==> src/rtl/data_mem_access_unit.sv <==
// data_mem_access_unit
// ---------------------------------------------------------------------------
// Load/store initiator for a word-wide data memory. The unit takes one
// byte/halfword/word request at a time. It presents the word index on the
// memory read and write address ports and returns the selected, extended
// load lane. Sub-word stores are read-modify-write because the memory only
// writes whole words.
//
// Optional feature macro: MISALIGN_TRAP_EN
//   defined   : misaligned H/W accesses complete with resp_error=1.
//   undefined : the low address bits that would be misaligned are ignored.
//               H uses addr[1] as its lane and W uses the whole word.
//
// Ports
//   clk, reset          system clock; synchronous active-high reset
//   req_valid/req_ready request handshake (see below)
//   req_write           1 = store, 0 = load
//   req_funct3          000 B, 001 H, 010 W, 100 BU, 101 HU
//   req_addr            byte address
//   req_wdata           store data (low bits used for B/H)
//   resp_valid          one-cycle completion pulse
//   resp_rdata          extended load data (0 for stores and errors), held
//   resp_error          illegal funct3 / misalignment, held
//   mem_read_address    word index to memory
//   mem_write_address   word index to memory
//   mem_data_write      full word to write
//   mem_write_enabled   write strobe, high only while in STORE
//   mem_data_out        read word from memory
//   dbg_state           current FSM state, for observation only
//
// Handshake: a request transfers on a posedge where req_valid && req_ready.
// req_ready is high only in IDLE. All request fields are latched on that edge,
// so later changes to the request inputs are ignored until the next transfer.
// ---------------------------------------------------------------------------
module data_mem_access_unit #(
  parameter int XLEN = 32
) (
  input  logic            clk,
  input  logic            reset,
  input  logic            req_valid,
  output logic            req_ready,
  input  logic            req_write,
  input  logic [2:0]      req_funct3,
  input  logic [XLEN-1:0] req_addr,
  input  logic [XLEN-1:0] req_wdata,
  output logic            resp_valid,
  output logic [XLEN-1:0] resp_rdata,
  output logic            resp_error,
  output logic [XLEN-1:0] mem_read_address,
  output logic [XLEN-1:0] mem_write_address,
  output logic [XLEN-1:0] mem_data_write,
  output logic            mem_write_enabled,
  input  logic [XLEN-1:0] mem_data_out,
  output logic [2:0]      dbg_state
);

  typedef enum logic [2:0] {
    S_IDLE      = 3'd0,
    S_LOAD_WAIT = 3'd1,
    S_RMW_WAIT  = 3'd2,
    S_STORE     = 3'd3,
    S_DONE      = 3'd4
  } state_t;

  state_t            r_state;
  state_t            w_next_state;

  logic              r_ready;
  logic              r_mem_we;
  logic [XLEN-1:0]   r_word_addr;
  logic [XLEN-1:0]   r_mem_wdata;
  logic [XLEN-1:0]   r_resp_rdata;
  logic              r_resp_error;
  logic [2:0]        r_funct3;
  logic [1:0]        r_addr_lo;
  logic [15:0]       r_wdata_lo;

  logic              w_accept;
  logic              w_illegal;
  logic              w_misaligned;
  logic              w_error;
  logic [7:0]        w_byte;
  logic [15:0]       w_half;
  logic [XLEN-1:0]   w_load_data;
  logic [XLEN-1:0]   w_merged;

  // r_ready is high exactly in IDLE outside reset, so an accept implies IDLE.
  assign w_accept = req_valid && r_ready;

  // Request classification on the live inputs; only used on the accept edge.
  // BU/HU are load-only encodings.
  assign w_illegal = (req_funct3 == 3'b011) || (req_funct3 == 3'b110) ||
                     (req_funct3 == 3'b111) ||
                     (req_write && (req_funct3[2:1] == 2'b10));

`ifdef MISALIGN_TRAP_EN
  assign w_misaligned = ((req_funct3[1:0] == 2'b01) && req_addr[0]) ||
                        ((req_funct3 == 3'b010) && (req_addr[1:0] != 2'b00));
`else
  assign w_misaligned = 1'b0;
`endif

  assign w_error = w_illegal || w_misaligned;

  // ---------------- FSM: state register ----------------
  always_ff @(posedge clk) begin
    if (reset) begin
      r_state <= S_IDLE;
    end else begin
      r_state <= w_next_state;
    end
  end

  // ---------------- FSM: next state ----------------
  always_comb begin
    w_next_state = r_state;
    case (r_state)
      S_IDLE: begin
        if (w_accept) begin
          if (w_error) begin
            w_next_state = S_DONE;
          end else if (!req_write) begin
            w_next_state = S_LOAD_WAIT;
          end else if (req_funct3 == 3'b010) begin
            w_next_state = S_STORE;
          end else begin
            w_next_state = S_RMW_WAIT;
          end
        end
      end
      S_LOAD_WAIT: w_next_state = S_DONE;
      S_RMW_WAIT:  w_next_state = S_STORE;
      S_STORE:     w_next_state = S_DONE;
      S_DONE:      w_next_state = S_IDLE;
      default:     w_next_state = S_IDLE;
    endcase
  end

  // ---------------- Load lane select and extension ----------------
  // Lanes are little-endian. For halfwords, only addr[1] selects the lane.
  // When misalignment is not trapped, this also gives the "treat addr[0] as 0"
  // behaviour for free.
  always_comb begin
    w_byte = 8'h00;
    case (r_addr_lo)
      2'd0: w_byte = mem_data_out[7:0];
      2'd1: w_byte = mem_data_out[15:8];
      2'd2: w_byte = mem_data_out[23:16];
      2'd3: w_byte = mem_data_out[31:24];
      default: w_byte = 8'h00;
    endcase
    w_half = r_addr_lo[1] ? mem_data_out[31:16] : mem_data_out[15:0];

    w_load_data = '0;
    case (r_funct3)
      3'b000:  w_load_data = {{(XLEN-8){w_byte[7]}}, w_byte};
      3'b001:  w_load_data = {{(XLEN-16){w_half[15]}}, w_half};
      3'b010:  w_load_data = mem_data_out;
      3'b100:  w_load_data = {{(XLEN-8){1'b0}}, w_byte};
      3'b101:  w_load_data = {{(XLEN-16){1'b0}}, w_half};
      default: w_load_data = '0;
    endcase
  end

  // ---------------- Store merge ----------------
  // Only SB/SH reach RMW_WAIT. Replace the addressed lane in the word just read.
  always_comb begin
    w_merged = mem_data_out;
    if (r_funct3[1:0] == 2'b00) begin
      w_merged[{r_addr_lo, 3'b000} +: 8] = r_wdata_lo[7:0];
    end else begin
      w_merged[{r_addr_lo[1], 4'b0000} +: 16] = r_wdata_lo;
    end
  end

  // ---------------- Datapath registers ----------------
  always_ff @(posedge clk) begin
    if (reset) begin
      r_ready      <= 1'b0;
      r_mem_we     <= 1'b0;
      r_word_addr  <= '0;
      r_mem_wdata  <= '0;
      r_resp_rdata <= '0;
      r_resp_error <= 1'b0;
      r_funct3     <= 3'b000;
      r_addr_lo    <= 2'b00;
      r_wdata_lo   <= 16'h0000;
    end else begin
      // Both registered from the next state so they line up with the state.
      r_ready  <= (w_next_state == S_IDLE);
      r_mem_we <= (w_next_state == S_STORE);

      case (r_state)
        S_IDLE: begin
          if (w_accept) begin
            r_word_addr <= {2'b00, req_addr[XLEN-1:2]};
            r_funct3    <= req_funct3;
            r_addr_lo   <= req_addr[1:0];
            r_wdata_lo  <= req_wdata[15:0];
            if (w_error) begin
              r_resp_rdata <= '0;
              r_resp_error <= 1'b1;
            end else if (req_write && (req_funct3 == 3'b010)) begin
              r_mem_wdata <= req_wdata;
            end
          end
        end
        S_LOAD_WAIT: begin
          r_resp_rdata <= w_load_data;
          r_resp_error <= 1'b0;
        end
        S_RMW_WAIT: begin
          r_mem_wdata <= w_merged;
        end
        S_STORE: begin
          r_resp_rdata <= '0;
          r_resp_error <= 1'b0;
        end
        default: begin
        end
      endcase
    end
  end

  assign req_ready         = r_ready;
  assign resp_valid        = (r_state == S_DONE);
  assign resp_rdata        = r_resp_rdata;
  assign resp_error        = r_resp_error;
  assign mem_read_address  = r_word_addr;
  assign mem_write_address = r_word_addr;
  assign mem_data_write    = r_mem_wdata;
  assign mem_write_enabled = r_mem_we;
  assign dbg_state         = r_state;

endmodule
==> config.mk <==
export PLATFORM = sky130hd
export DESIGN_NAME = data_mem_access_unit
export DESIGN_NICKNAME = d
export VERILOG_FILES = /design/src/rtl/data_mem_access_unit.sv
export SDC_FILE = /design/constraint.sdc
export NUM_CORES = 1
export LEC_CHECK = 0
export CAP_MARGIN = 30
export CORE_MARGIN = 1
export CORE_UTILIZATION = 50
export CTS_BUF_LIST = sky130_fd_sc_hd__clkbuf_4
export CTS_CLUSTER_DIAMETER = 200
export DETAILED_ROUTE_END_ITERATION = 6
export PLACE_DENSITY = 0.89
export SKIP_CTS_REPAIR_TIMING = 1
export SLEW_MARGIN = 20
export SYNTH_ARGS = -nofsm -noshare
export SYNTH_HDL_FRONTEND = slang
export SYNTH_SLANG_ARGS = --single-unit
export TNS_END_PERCENT = 10
==> constraint.sdc <==
create_clock -name clk -period 4.4 [get_ports clk]
set_input_delay 0.88 -clock clk [delete_from_list [all_inputs] [get_ports clk]]
set_output_delay 0.88 -clock clk [all_outputs]
set_load 0.02 [all_outputs]
==> summary.md <==
| Metric | Value |
|---|---|
| Via-to-Cell Ratio | around 5.9 |
| Setup TNS | 0 ns |
| HPWL after DPL | 13900 µm |
| Initial Util | 51.2% |
| Critical path required time | 3.52 ns |
| Synthesis Warnings | 0 |
| Tmin final | ~2.8 ns |
| Slew headroom | between 40% and 50% |
| Nets | roughly 1k |
| Leakage power | between 0.002 and 0.003 µW |
| Worst Setup End Kind | output pin |
| DRT Pass-1 Iters | 6 |
| Final Hold Viols | 0 |
| Sequential share of the synthesized area | 37.5% |
| Place WS | roughly 1.2 ns |
| Worst hold path class | register to register |
| Syn_area_per_cell | just under 9 µm² |
| RSZ-0062 raised after global routing | false |
| Max VDD drop | between 0.15 and 0.2 mV |
| Vias in the first global route | between 5k and 6k |
| Worst Setup Start Kind | register |
| Initial antenna violation count | 1 |
| Syn-to-layout area delta | 37.9% |
| DR vias | roughly 6.4k |
| I/O Buffers | between 200 and 250 |
| Overall power | between 2000 and 3000 µW |
| Core region area | around 13000 µm² |
| CTS Sinks | approximately 120 |
| FFs w/ async S/R, synth | 0% |
| F_max | between 300 and 400 MHz |
| # setup viols final | 0 |
| Drt initial violations | 600 |
| Final estimated routing congestion in global placement | 0.879 |
| Syn Inst Count | 725 |
| Post-synth top flop | dfxtp_1 |
| Max Cap Viol | 0 |
| Global route total overflow | 0 |
| CTS tree | built |
| Final Skew | between 0.01 and 0.015 ns |
| Critical path fanouts, max | 11 |
| Post-synth EDFFs | 0 |
| Final worst slack | roughly 1.6 ns |
| PD cells | 310 nW/µm² |
| Final critical-path share of the clock period | roughly 64% |
| Die X-Extent | approximately 120 µm |
| WL final | approximately 20000 µm |
| Run status | completed |
| H-Tree Level Count | 4 |
| Die height | 116 µm |
| Share of cells above drive strength 1 | between 10% and 20% |
| Antenna viol nets, final | 0 |
| Clock transition at the registers of the reported paths | between 0.1 and 0.15 ns |
| Pin count of the biggest net entering global routing | 89 |
| Remaining DRCs | 0 |
| Synthesized area | ~6500 µm² |
| Unique masters post-synth | 48 |
| TritonCTS buffer count | 17 |
| Root Driver | clkbuf_4 |
| Global-route usage over all layers | 29.3% |
| Fill cell count | 1006 |
| Std cell rows | 41 |
| # IOs | approximately 240 |
| Max-slew violations | 0 |
| Worst skew pair latency | 0.53 ns |
| Least-Margin Pin Slew | slightly above 0.8 ns |
| Die Footprint | ~13000 µm² |
| First-pass GRT wire length | 30400 µm |
| Worst endpoint data arrival time | a little under 2 ns |
| CTS max path bufs | 2 |
| Post-synthesis register bit count | between 100 and 150 |
| Critical path type | register to output pin |
| WL/cell | roughly 19 µm |
## worst max-delay path, cell delays in order (launching register included)
cell and delay [ns]:
dfxtp_1 0.56, nor3b_1 0.23, clkdlybuf4s50_1 0.63
## cell type report
cell class | count | area [µm²] | share of cell area [%]
Antenna cell | 1 | 2.50 | 0.0281
Clock buffer | 17 | 128 | 1.43
Clock inverter | 15 | 176 | 1.98
Inverter | 7 | 26.3 | 0.295
Multi-Input combinational cell | 498 | 3470 | 38.9
Sequential cell | 121 | 2420 | 27.2
Tap cell | 172 | 215 | 2.41
Timing Repair Buffer | 248 | 2480 | 27.8
## path summary, 6_finish.rpt
| path | end | slack, ns | start | cells past startpoint |
|---|---|---|---|---|
| max | resp_valid | 1.57 | dbg_state[2] | 2 |
| max reg2reg | resp_rdata[27] | 1.93 | r_addr_lo[1] | 5 |
| min | resp_rdata[23] | 0.48 | resp_rdata[23] | 1 |
| min reg2reg | resp_rdata[23] | 0.48 | resp_rdata[23] | 1 |
## layer usage
metal / vias up / global-route usage [%] / wire length [µm]
met5: - / 0 / 0
met4: 0 / 11.7 / 511
met3: 55 / 8.11 / 1690
met2: 337 / 47.7 / 9460
met1: 3018 / 36.8 / 8320
li1: 3003 / - / -
## Yosys cell counts, drive strengths merged (2+ instances only)
library cell | number | area (µm²)
nand2 | 143 | 537
or2 | 2 | 12.5
a311oi | 32 | 443
o2bb2ai | 25 | 219
clkbuf | 39 | 149
buf | 63 | 429
a211oi | 18 | 148
a32o | 7 | 70.1
a211o | 32 | 280
ha | 5 | 62.6
nor3 | 7 | 40.0
nor2b | 2 | 12.5
a221oi | 40 | 350
a222oi | 7 | 70.1
nor3b | 2 | 20.0
mux2 | 8 | 90.1
mux2i | 40 | 400
a2bb2oi | 6 | 52.6
dfxtp | 121 | 2420
nor2 | 41 | 154
nor4bb | 3 | 30.0
o21ai | 3 | 26.3
inv | 7 | 26.3
a21oi | 58 | 290
## logic make-up (layout without fill, tap and decap cells)
family          Yosys count  count (layout)  share of synthesized area, %
compound gates          231             231                          30.8
fa+ha+maj                 5               5                         0.967
buf+inv                 109             287                          9.35
flops                   121             121                          37.5
mux                      48              48                          7.59
other cells               1               5                        0.0580
simple gates            210             210                          13.8
## registers in the layout (all words and copies together) (netlist names)
| register | count |
|---|---|
| mem_data_write | 32 |
| req_ready | 1 |
| r_wdata_lo | 16 |
| resp_rdata | 32 |
| r_funct3 | 3 |
| resp_error | 1 |
| dbg_state | 3 |
| mem_read_address | 30 |
| mem_write_enabled | 1 |
| r_addr_lo | 2 |
## per-stage QoR
step	hold WS, ns	cell area [µm²]	util (%)	cells
after floorplan	0.448	6480	-	728
after global placement	0.446	8550	67.7	1043
after detailed placement	0.445	8550	67.7	1043
after CTS	0.477	8850	70.1	1075
after global routing	0.488	8920	70.7	1079
final	0.477	8920	70.7	1079
## placed cells by master (no fill, tap or decap), types with 4 or more instances in the layout
master and instances:
a311oi_2 26, clkbuf_4 17, inv_1 7, clkinv_4 4, mux2_2 8, nand2_1 143
a222oi_1 7, dfxtp_1 120, clkdlybuf4s50_1 232, a2bb2oi_1 6, a311oi_1 6, ha_1 5
o2bb2ai_1 25, nor3_1 4, conb_1 4, a211oi_1 17, a211o_1 32, mux2i_1 40
a21oi_1 58, a32o_1 7, buf_4 13, a221oi_1 40, nor2_1 41
## power by group
part,leakage (µW),switching (µW),total (µW),internal (µW)
Clock,0.000160,454,850,395
Combinational,0.00180,378,711,333
Sequential,0.000982,53.5,1200,1150
Note: power is estimated with default switching activity, not from simulation.
